File: config.mk
export PLATFORM = sky130hd
export DESIGN_NAME = multdiv_unit
export DESIGN_NICKNAME = d
export VERILOG_FILES = /design/src/rtl/multdiv_pkg.sv /design/src/rtl/multdiv_counter.sv /design/src/rtl/multdiv_unit.sv
export SDC_FILE = /design/constraint.sdc
export NUM_CORES = 1
export LEC_CHECK = 0
export ABC_AREA = 1
export CAP_MARGIN = 40
export CORE_MARGIN = 2
export CORE_UTILIZATION = 43
export DETAILED_ROUTE_END_ITERATION = 10
export PLACE_DENSITY = 0.6
export SLEW_MARGIN = 25
export SYNTH_ARGS = -nofsm -noshare
export SYNTH_HDL_FRONTEND = slang
export SYNTH_SLANG_ARGS = --single-unit
File: constraint.sdc
create_clock -name clock -period 9.29 [get_ports clock]
set_input_delay 0.929 -clock clock [delete_from_list [all_inputs] [get_ports clock]]
set_output_delay 0.929 -clock clock [all_outputs]
set_load 0.05 [all_outputs]
File: src/rtl/multdiv_pkg.sv
// Shared types and constants for the iterative signed multiply/divide unit.
package multdiv_pkg;

   localparam int WIDTH = 32;
   localparam int ITERS = 32;
   localparam logic [WIDTH-1:0] INT_MIN = 32'h8000_0000;

   typedef enum logic [1:0] {
      IDLE,
      MULT,
      DIV,
      DONE
   } state_t;

endpackage

File: src/rtl/multdiv_counter.sv
// Iteration counter: cleared on start or reset, counts while enabled,
// flags the last iteration of an operation.
module multdiv_counter #(
   parameter int ITERS = 32
) (
   input  logic clock,
   input  logic reset,
   input  logic clr,
   input  logic en,
   output logic tc
);

   logic [5:0] count;

   always_ff @(posedge clock) begin
      if (!reset || clr) begin
         count <= '0;
      end else if (en) begin
         count <= count + 6'd1;
      end
   end

   assign tc = (count == 6'(ITERS - 1));

endmodule

File: src/rtl/multdiv_unit.sv
// Iterative signed 32-bit multiply (shift-add) and divide (restoring) unit,
// one step per cycle on operand magnitudes with the sign applied at the end.
module multdiv_unit #(
   parameter int WIDTH = 32,
   parameter int ITERS = 32
) (
   input  logic                    clock,
   input  logic                    reset,
   input  logic signed [WIDTH-1:0] data_operandA,
   input  logic signed [WIDTH-1:0] data_operandB,
   input  logic                    ctrl_MULT,
   input  logic                    ctrl_DIV,
   output logic signed [WIDTH-1:0] data_result,
   output logic                    data_exception,
   output logic                    data_resultRDY,
   output logic                    busy
);

   import multdiv_pkg::*;

   state_t           state;
   state_t           state_nxt;
   logic             start;
   logic             tc;
   logic [WIDTH-1:0] mcand_r;
   logic [WIDTH-1:0] acc_r;
   logic [WIDTH-1:0] mplier_r;
   logic             neg_r;
   logic             dz_r;
   logic             ovf_r;
   logic [WIDTH-1:0] acc_nxt;
   logic [WIDTH-1:0] mplier_nxt;
   logic [WIDTH:0]   mul_sum;
   logic [WIDTH:0]   div_shift;
   logic [WIDTH:0]   div_diff;
   logic             div_ge;
   logic             unused_diff_msb;
   logic [WIDTH:0]   mult_fin;
   logic [WIDTH:0]   div_fin;

   function automatic logic [WIDTH-1:0] mag(input logic signed [WIDTH-1:0] x);
      return x[WIDTH-1] ? -x : x;
   endfunction

   // Returns {exception, result}; exception when the signed product does not fit.
   function automatic logic [WIDTH:0] finish_mult(input logic [2*WIDTH-1:0] m,
                                                  input logic neg);
      logic signed [2*WIDTH-1:0] p;
      logic                      ovf;
      p   = neg ? -m : m;
      ovf = !((&p[2*WIDTH-1:WIDTH-1]) || !(|p[2*WIDTH-1:WIDTH-1]));
      return {ovf, p[WIDTH-1:0]};
   endfunction

   function automatic logic [WIDTH:0] finish_div(input logic [WIDTH-1:0] q,
                                                 input logic neg,
                                                 input logic dz,
                                                 input logic ovf);
      if (dz) begin
         return {1'b1, {WIDTH{1'b0}}};
      end else if (ovf) begin
         return {1'b1, INT_MIN};
      end
      return {1'b0, (neg ? -q : q)};
   endfunction

   assign start          = ctrl_MULT | ctrl_DIV;
   assign busy           = (state == MULT) || (state == DIV);
   assign data_resultRDY = (state == DONE);

   multdiv_counter #(.ITERS(ITERS)) u_counter (
      .clock (clock),
      .reset (reset),
      .clr   (start),
      .en    (busy),
      .tc    (tc)
   );

   always_ff @(posedge clock) begin
      if (!reset) begin
         state <= IDLE;
      end else begin
         state <= state_nxt;
      end
   end

   always_comb begin
      state_nxt = state;
      case (state)
         MULT, DIV:  if (tc) state_nxt = DONE;
         default:    state_nxt = IDLE;
      endcase
      if (start) begin
         state_nxt = ctrl_MULT ? MULT : DIV;
      end
   end

   // Iteration step: one multiplier bit or one quotient bit per cycle
   assign mul_sum   = {1'b0, acc_r} + (mplier_r[0] ? {1'b0, mcand_r} : '0);
   assign div_shift = {acc_r, mplier_r[WIDTH-1]};
   assign div_ge    = (div_shift >= {1'b0, mcand_r});
   assign div_diff  = div_shift - {1'b0, mcand_r};
   assign unused_diff_msb = div_diff[WIDTH];

   always_comb begin
      acc_nxt    = acc_r;
      mplier_nxt = mplier_r;
      if (state == MULT) begin
         acc_nxt    = mul_sum[WIDTH:1];
         mplier_nxt = {mul_sum[0], mplier_r[WIDTH-1:1]};
      end else if (div_ge) begin
         acc_nxt    = div_diff[WIDTH-1:0];
         mplier_nxt = {mplier_r[WIDTH-2:0], 1'b1};
      end else begin
         acc_nxt    = div_shift[WIDTH-1:0];
         mplier_nxt = {mplier_r[WIDTH-2:0], 1'b0};
      end
   end

   always_ff @(posedge clock) begin
      if (start) begin
         neg_r  <= data_operandA[WIDTH-1] ^ data_operandB[WIDTH-1];
         dz_r   <= (data_operandB == '0);
         ovf_r  <= (data_operandA == INT_MIN) && (data_operandB == '1);
         acc_r  <= '0;
         if (ctrl_MULT) begin
            mcand_r  <= mag(data_operandA);
            mplier_r <= mag(data_operandB);
         end else begin
            mcand_r  <= mag(data_operandB);
            mplier_r <= mag(data_operandA);
         end
      end else if (busy) begin
         acc_r    <= acc_nxt;
         mplier_r <= mplier_nxt;
      end
   end

   // Result stage: sign/exception fix-up folded into the last iteration edge
   assign mult_fin = finish_mult({acc_nxt, mplier_nxt}, neg_r);
   assign div_fin  = finish_div(mplier_nxt, neg_r, dz_r, ovf_r);

   always_ff @(posedge clock) begin
      if (!reset) begin
         data_result    <= '0;
         data_exception <= 1'b0;
      end else if (busy && tc && !start) begin
         {data_exception, data_result} <= (state == MULT) ? mult_fin : div_fin;
      end
   end

endmodule

==> results of run 1 <==
==> final timing paths <==
kind / startpoint / endpoint / slack (ns) / cells past startpoint
setup / recovery: mcand_r[30]$_DFFE_PN_ / data_exception$_SDFFE_PN0P_ / 3.80 / 29
hold / removal: data_result[7]$_SDFFE_PN0P_ / data_result[7]$_SDFFE_PN0P_ / 0.47 / 2
setup reg to reg: mcand_r[30]$_DFFE_PN_ / data_exception$_SDFFE_PN0P_ / 3.80 / 29
hold reg to reg: data_result[7]$_SDFFE_PN0P_ / data_result[7]$_SDFFE_PN0P_ / 0.47 / 2
==> power by group <==
group	switching (uW)	internal (uW)
combinational	677	281
clock	342	377
sequential	29.0	703
total	1050	1360
==> cell type report <==
class	instances	area share, %
well taps	468	3.27
repair buffers	121	6.73
flip-flops and latches	140	19.4
clock buffers	19	2.59
multi-input cells	2105	58.5
clock inverters	13	0.643
inverters	422	8.85
diodes	2	0.0280
==> routing by layer <==
| metal | vias up | part of all wire, % | GRT usage (%) | routed length [um] |
|---|---|---|---|---|
| met3 | 197 | 5.4 | 4.21 | 3600 |
| met1 | 8325 | 42 | 42.0 | 27500 |
| met4 | 0 | 6.9 | 21.9 | 4560 |
| met2 | 754 | 46 | 58.3 | 30500 |
| li1 | 8953 | - | - | - |
| met5 | - | 0 | 0 | 0 |
==> registers in the layout, summed over array words and instances (netlist names), 2 cells and up <==
signal	count
acc_r	32
data_result	32
mcand_r	32
mplier_r	32
u_counter.count	6
state	2
==> placed cells by master (no fill, tap or decap), types with 14 or more instances in the layout <==
cell type        instances
dfxtp_1                 73
nand2_2                 14
buf_4                   14
ha_1                    70
clkbuf_16               18
a21oi_1                131
xnor2_1                 24
nor2_1                 301
nand3b_1                21
nand3_1                247
nand2_1                860
nor3_1                  47
clkdlybuf4s50_1        101
inv_1                  405
xor2_1                  47
o21ai_0                112
nand4_1                 44
o22ai_1                 28
nor2_2                  28
edfxtp_1                67
==> cell families (layout without fill, tap and decap cells) <==
group                    Yosys count  in the layout  share of synthesized area (%)
AO/OA/AOI/OAI                    353            353                           12.6
adder cells (fa/ha/maj)           73             73                           5.85
AND/OR/NAND/NOR                 1605           1605                           43.3
flip-flops                       140            140                           21.9
other                              0              2                              0
XOR/XNOR                          71             71                           3.92
multiplexers                       3              3                          0.213
buffers and inverters            502            575                           12.3
==> per-stage QoR <==
step | utilization (%) | area [sq um]
floorplan | - | 15900
global placement | 47.2 | 17200
detailed placement | 47.3 | 17300
CTS | 48.9 | 17900
global route | 49.0 | 17900
finish | 49.0 | 17900
==> tightest hold or removal path: stages (launching register included) <==
cell and delay (ns):
dfxtp_1 0.31, nand2_1 0.06, a21oi_1 0.05
==> results.toml, run 1 <==
[run_status]
outcome = "complete, no violations"

[logic_synthesis]
synth_top_area_cell = "nand2_1"
synthesis.area_sq_mm = 0.0159
synth_edf_count = 67
syn_nets = 2888
postSynthCellCount = 2747
yosysUniqueCellTypes = 54
yosysSeqAreaShare_pct = 21.9
synthTopCellsByCount = "nand2_1, inv_1, nor2_1, nand3_1, a21oi_1"
synth_flop_cell = "dfxtp_1"
avgSynthCellArea_sq_um = 5.78
synth.top_cell.area_share_pct = 20.4
synth-seq-cells = 140
async_flop_share_pct = 0
synth_area_leaders = "nand2_1, edfxtp_1, inv_1, dfxtp_1, nand3_1"
ys_warn_count = 0
post-synth-top-count-cell = "nand2_1"

[drt]
wirelength_um = 66200
wl_per_cell_um = 20.1
ant_nets = 0
drtPass1Iterations = 6
vias_per_cell = 5.54
first_iter_violations = 1752
drcViolationCount = 0
num_vias = 18200

[clock_network]
clock-root-buffer = "clkbuf_16"
post_cts_buffers = 0
cts_resized = 0
ctsHtreeMaxLevel = 4
cts_max_path_buffers = 2
cts_tree = "yes"
clock_sink_count = 140
cts.clk_slew.worst_paths_ns = 0.07
clk_latency_ns = 0.46
numCtsBuffers = 17
hold_buffers = 0

[floorplan]
chipWidth_um = 196
core_sq_mm = 0.0365
start_util_pct = 43.5
pin_count = 103
die_area_sq_mm = 0.0385
rows = 70
die_h_um = 196

[pwr]
p_leak_uw = 0.00879
peakVddDrop_v = 0.000139
p_total_uw = 2410
p_per_area_mw_per_mm2 = 135

[worst_setup_path]
cp_max_fo = 34
critical_path_buf_inv_count = 3
path_common_cell = "nand2_1"
crit_path_end_kind = "flop"
crit_slowest_cell = "ha_1"
required_ns = 9.61
worstPathArrival_ns = 5.81
slowest_delay_ns = 0.44
critPathLaunchType = "flop"
crit_type = "reg2reg"
cp_top_family = "simple AND/OR/NAND/NOR gates"

[grt]
antenna_found_initial = 2
grt_pass1_wl_um = 101000
overflow = 0
grt_pass1_vias = 17500
grt_max_degree = 83
grtUsageTotal_pct = 34.6

[place]
port_buffers = 102
place_hpwl_um = 53200
pre_cts_ws_ns = 3.99
placed_cells = 3254
gp_congestion = 1.03

[layout]
fin_cells = 3290
syn2layout_area_growth_pct = 12.7
final_nets = 2948
fill_cells = 3865
regArea_sq_mm = 0.00347
multi_input_area_sq_mm = 0.0105
drive_gt1_share_pct = 4.93

[timing]
final-setup-viol-count = 0
slew_viol_final = 0
rsz0062_at_grt = "false"
setup_slack_ns = 3.80
fin_crit_sh_pct = 59.1
timing.hold.ws_ns = 0.468
skew_ns = 0.0155
worst_slew_margin_rel_pct = 40.7
worst_pin_slew_ns = 0.890
layout_min_cycle_time_ns = 5.49
fmaxAchievable_mhz = 182
tns_ns = 0
finalHoldViolations = 0

[job]
maxCapViolations = 0

[hold_path]
hold_class = "reg2reg"
Note: power is estimated with default switching activity, not from simulation.
==> run 2: changes to the inputs <==
PLACE_DENSITY = 0.62   (was 0.6)
clock period = 4.69 ns   (was 9.29 ns; I/O delays follow)
==> run 2 against run 1 <==
  * Die area unchanged
  * Cell area increased by 5.5%
  * Hold slack got worse by 0.0019 ns
  * Largest power group unchanged
  * Maximum frequency increased by 24%
  * Critical path type unchanged
==> results.toml, run 2 (same netlist as run 1, synthesis figures left out) <==
[layout]
final_cell_mix = "nand2_1, inv_1, nor2_1"
final_common_cell = "nand2_1"
final_nets = 3065
syn2layout_area_growth_pct = 18.9
antenna-diode-count = 0
drive_gt1_share_pct = 9.26

[run_status]
outcome = "complete, no violations"

[clock_network]
cts_tree = "yes"
clock-root-buffer = "clkbuf_16"
clock_sink_count = 140
cts_max_path_buffers = 2
ctsHtreeMaxLevel = 4
cts.clk_slew.worst_paths_ns = 0.07
clk_latency_ns = 0.46
numCtsBuffers = 17

[worst_setup_path]
crit_path_end_kind = "flop"
cp_top_family = "simple AND/OR/NAND/NOR gates"
r2r_slack_ns = 0.27
startpoint = "state[0]$_SDFFE_PN0P_"
path_cells = "ha_2 -> inv_2 -> or2_2 -> o21ai_2 -> inv_1 -> nor3_1 -> nand2_1 -> nor3_1 -> nand4_1 -> nor2_1 -> o21ai_1 -> nand2_1 -> inv_1 -> nor3_1 -> nand2_1 -> nor2_1 -> nand2_1 -> nor2_2 -> nand3_1 -> nand3_1 -> a21oi_1"
critical_path_buf_inv_count = 3
crit_type = "reg2reg"
crit_slowest_cell = "nor2_1"
path_common_cell = "nand2_1"
timing.rr.start = "state[0]$_SDFFE_PN0P_"
reg2reg_depth = 21
r2r-end = "data_exception$_SDFFE_PN0P_"
cp_max_fo = 20
required_ns = 5.01
worstSetupEndpoint = "data_exception$_SDFFE_PN0P_"
cp.depth = 21
worstPathArrival_ns = 4.74
slowest_delay_ns = 0.52
critPathLaunchType = "flop"

[drt]
wl_per_cell_um = 20.6
num_vias = 18900
wirelength_um = 70200
vias_per_cell = 5.55
drtPass1Iterations = 6
drcViolationCount = 0
first_iter_violations = 1859
ant_nets = 0

[timing]
finalHoldViolations = 0
skew_ns = 0.0124
worst_pin_slew_ns = 0.837
layout_min_cycle_time_ns = 4.42
worst_slew_margin_rel_pct = 44.1
final-setup-viol-count = 0
slew_viol_final = 0
fin_crit_sh_pct = 94.3
fmaxAchievable_mhz = 226
tns_ns = 0

[place]
gp_congestion = 0.995
place_hpwl_um = 57200
port_buffers = 102

[grt]
grtUsageTotal_pct = 36.6
overflow = 0
grt_pass1_wl_um = 105000
antenna_found_initial = 5
grt_pass1_vias = 18000
grt_max_degree = 82

[pwr]
p_total_uw = 4920
peakVddDrop_v = 0.000275
p_leak_uw = 0.00937
p_per_area_mw_per_mm2 = 261

[floorplan]
die_h_um = 196
core_sq_mm = 0.0365
die_area_sq_mm = 0.0385
pin_count = 103
rows = 70
start_util_pct = 43.5
chipWidth_um = 196

[hold_path]
hold_class = "reg2reg"
worst_hold_startpoint = "data_result[3]$_SDFFE_PN0P_"

[job]
maxCapViolations = 0
[run 2: changes by cell type in the layout (fill, tap and decap cells not counted), moves of 3 or more]
cell | before | now
ha_1 | 70 | 66
buf_12 | 1 | 5
nand2_2 | 14 | 18
nand2_1 | 860 | 854
ha_2 | 1 | 5
clkinv_4 | 0 | 4
buf_4 | 14 | 129
inv_8 | 4 | 1
[run 2: tightest hold or removal path: cells and delay by family (launching register included)]
| kind | cells | cell delay (ns) |
|---|---|---|
| AOI/OAI and AO/OA | 1 | 0.06 |
| and+or+nand+nor | 1 | 0.06 |
| DFF | 1 | 0.31 |
[run 2: how the worst min path moves through the flow]
stage | cells past startpoint | slack [ns] | end
final | 2 | 0.47 | data_result[3]$_SDFFE_PN0P_
after CTS | 2 | 0.47 | data_result[3]$_SDFFE_PN0P_
after global routing | 2 | 0.49 | data_result[23]$_SDFFE_PN0P_
after detailed placement | 2 | 0.46 | data_result[23]$_SDFFE_PN0P_
after floorplan | 2 | 0.46 | u_counter.count[1]$_SDFFE_PP0N_
after global placement | 2 | 0.46 | data_result[8]$_SDFFE_PN0P_
[run 2: routing by layer]
layer,up-vias,global-route usage (%),wire (um)
met2,777,62.6,33100
li1,9191,-,-
met5,-,0,0
met3,181,3.52,4180
met4,0,23.0,4850
met1,8746,44.2,28100
[run 2: final cells by class]
cell class              count  area [sq um]
clock buffers              19           464
clock inverters            12          98.8
fillers                  3919         17600
inverters                 422          1580
multi-input cells        2105         10500
flip-flops and latches    140          3470
well taps                 468           586
repair buffers            238          2130
[run 2: what timing repair did]
item	4_1_cts	5_1_grt
setup buffers	0	3
resized for setup	0	23
endpoints found under the hold margin	0	0
endpoints found under the setup margin	0	1
hold buffers	0	0
[run 2: stage by stage]
step | hold slack [ns] | util [%] | area [sq um] | setup WS (ns) | instances
6_report | 0.466 | 51.7 | 18900 | 0.269 | 3404
3_5_place_dp | 0.455 | 49.8 | 18200 | 0.153 | 3369
3_3_place_gp | 0.456 | 49.7 | 18200 | 0.271 | 3367
2_1_floorplan | 0.462 | - | 15900 | 0.814 | 2747
4_1_cts | 0.466 | 51.4 | 18800 | 0.127 | 3400
5_1_grt | 0.487 | 51.7 | 18900 | -0.0188 | 3404
[run 2: report_power, final]
group / switching, uW / leakage (uW) / internal (uW) / total (uW)
Combinational: 1400 / 0.00780 / 682 / 2080
Clock: 659 / 0.000282 / 733 / 1390
Sequential: 59.2 / 0.00129 / 1390 / 1450
==> run 3: changes to the inputs <==
CORE_UTILIZATION = 40   (was 43)
PLACE_DENSITY = 0.59   (was 0.62)
==> run 3 against run 2 <==
  * Sequential cell count stayed put
  * Non-clock buffer count shrank 39
  * Wire length increased by 0.50%
  * Maximum frequency increased by 0.55%
  * Via count decreased by 2.4%
  * Hold slack worse by 0.0018 ns
  * Clock skew increased by 0.0017 ns
  * Worst setup slack better by 0.024 ns
  * Utilization decreased by 3.8 points
  * Largest cell class unchanged
  * Sequential power barely moved
  * Critical endpoint unchanged
  * Total power is 0.90% lower
==> results.toml, run 3 (same netlist as run 1, synthesis figures left out) <==
[run_status]
outcome = "complete, no violations"

[floorplan]
start_util_pct = 40.8
core_sq_mm = 0.0389
rows = 72
die_h_um = 203
pin_count = 103
die_area_sq_mm = 0.0413
chipWidth_um = 203

[grt]
antenna_found_initial = 5
overflow = 0
grt_max_degree = 82
grtUsageTotal_pct = 34.0
grt_pass1_wl_um = 105000
grt_pass1_vias = 17700

[worst_setup_path]
path_common_cell = "nand2_1"
cp_top_family = "simple AND/OR/NAND/NOR gates"
slowest_delay_ns = 0.37
crit_path_end_kind = "flop"
critical_path_buf_inv_count = 4
cp_max_fo = 14
crit_slowest_cell = "ha_1"
critPathLaunchType = "flop"
crit_type = "reg2reg"
required_ns = 5.01
worstPathArrival_ns = 4.72

[timing]
final-setup-viol-count = 0
skew_ns = 0.0141
fmaxAchievable_mhz = 227
rsz0062_at_grt = "false"
worst_slew_margin_rel_pct = 41.4
tns_ns = 0
finalHoldViolations = 0
setup_slack_ns = 0.293
worst_pin_slew_ns = 0.870
layout_min_cycle_time_ns = 4.40
slew_viol_final = 0
fin_crit_sh_pct = 93.8

[clock_network]
ctsHtreeMaxLevel = 4
cts_max_path_buffers = 2
cts_tree = "yes"
cts.clk_slew.worst_paths_ns = 0.07
clock_sink_count = 140
clk_latency_ns = 0.46
clock-root-buffer = "clkbuf_16"
numCtsBuffers = 17

[drt]
wl_per_cell_um = 20.6
first_iter_violations = 1671
wirelength_um = 70500
wl_met2_um = 33500
maxUsedRoutingLayer = "met4"
wl_met3_um = 4120
drtPass1Iterations = 6
drt-met1-wl_um = 28300
drcViolationCount = 0
vias_per_cell = 5.40
ant_nets = 0
num_vias = 18400

[place]
pre_cts_ws_ns = 0.175
gp_congestion = 0.980
place_hpwl_um = 57600
port_buffers = 102

[layout]
final_cell_mix = "nand2_1, inv_1, nor2_1"
syn2layout_area_growth_pct = 17.4
final_common_cell = "nand2_1"
fill_cells = 4258
final_nets = 3026
drive_gt1_share_pct = 8.18

[pwr]
p_per_area_mw_per_mm2 = 262
p_leak_uw = 0.00918
peakVddDrop_v = 0.000282

[hold_path]
hold_class = "reg2reg"

[job]
maxCapViolations = 0
## run 3: changes by cell type in the layout (fill, tap and decap cells not counted), moves of 2 or more
cell      delta
nor3_2       +3
nand2_4      -2
nand2_1      +2
buf_4       -36
clkbuf_1     +2
ha_1         -2
buf_12       -3
nor3_1       -3
ha_2         +2
## run 3: worst register-to-register path: cells and delay by family (launching register included)
kind	cells	cell delay (ns)
simple gates	23	2.87
flops	1	0.34
buf+inv	4	0.60
compound gates	1	0.07
fa+ha+maj	1	0.37
## run 3: power breakdown
| part | switching (uW) | total (uW) | internal, uW | leakage, uW |
|---|---|---|---|---|
| Combinational | 1400 | 2040 | 646 | 0.00761 |
| Clock | 648 | 1390 | 738 | 0.000281 |
| Sequential | 56.2 | 1450 | 1390 | 0.00129 |
| Total | 2100 | 4880 | 2780 | 0.00918 |
## run 3: through the flow
stage	cells	area [sq um]	hold slack (ns)	total power, uW	util (%)
after floorplan	2747	15900	0.462	2680	-
after global placement	3377	17900	0.457	3440	46.0
after detailed placement	3378	17900	0.456	3450	46.0
after CTS	3410	18500	0.467	4830	47.5
after global routing	3416	18600	0.483	5140	47.9
final	3417	18600	0.464	4880	47.9
## run 3: path summary, 6_finish.rpt
check / startpoint / to / slack (ns) / cells past startpoint
min reg2reg: data_result[26]$_SDFFE_PN0P_ / data_result[26]$_SDFFE_PN0P_ / 0.46 / 2
min: data_result[26]$_SDFFE_PN0P_ / data_result[26]$_SDFFE_PN0P_ / 0.46 / 2
max reg2reg: mcand_r[25]$_DFFE_PN_ / data_exception$_SDFFE_PN0P_ / 0.29 / 29
max: mcand_r[25]$_DFFE_PN_ / data_exception$_SDFFE_PN0P_ / 0.29 / 29
## run 3: final cells by class
class | count | area, sq um | share of cell area, %
Antenna cell | 1 | 2.50 | 0.0134
Clock buffer | 21 | 472 | 2.53
Clock inverter | 11 | 93.8 | 0.503
Inverter | 422 | 1580 | 8.49
Multi-Input combinational cell | 2105 | 10600 | 56.7
Sequential cell | 140 | 3470 | 18.6
Tap cell | 518 | 648 | 3.48
Timing Repair Buffer | 199 | 1810 | 9.70
## run 3: what timing repair did
action | in CTS | in global routing
buffers inserted | 0 | 5
hold buffers | 0 | 0
endpoints found under the setup margin | 0 | 1
gates resized for setup | 0 | 27
endpoints found under the hold margin | 0 | 0
## run 3: metal layers
layer  up-vias  global-route usage [%]
li1       9104                       -
met4         0                    20.1
met1      8427                    40.6
met3       167                    3.63
met5         -                       0
met2       751                    59.1
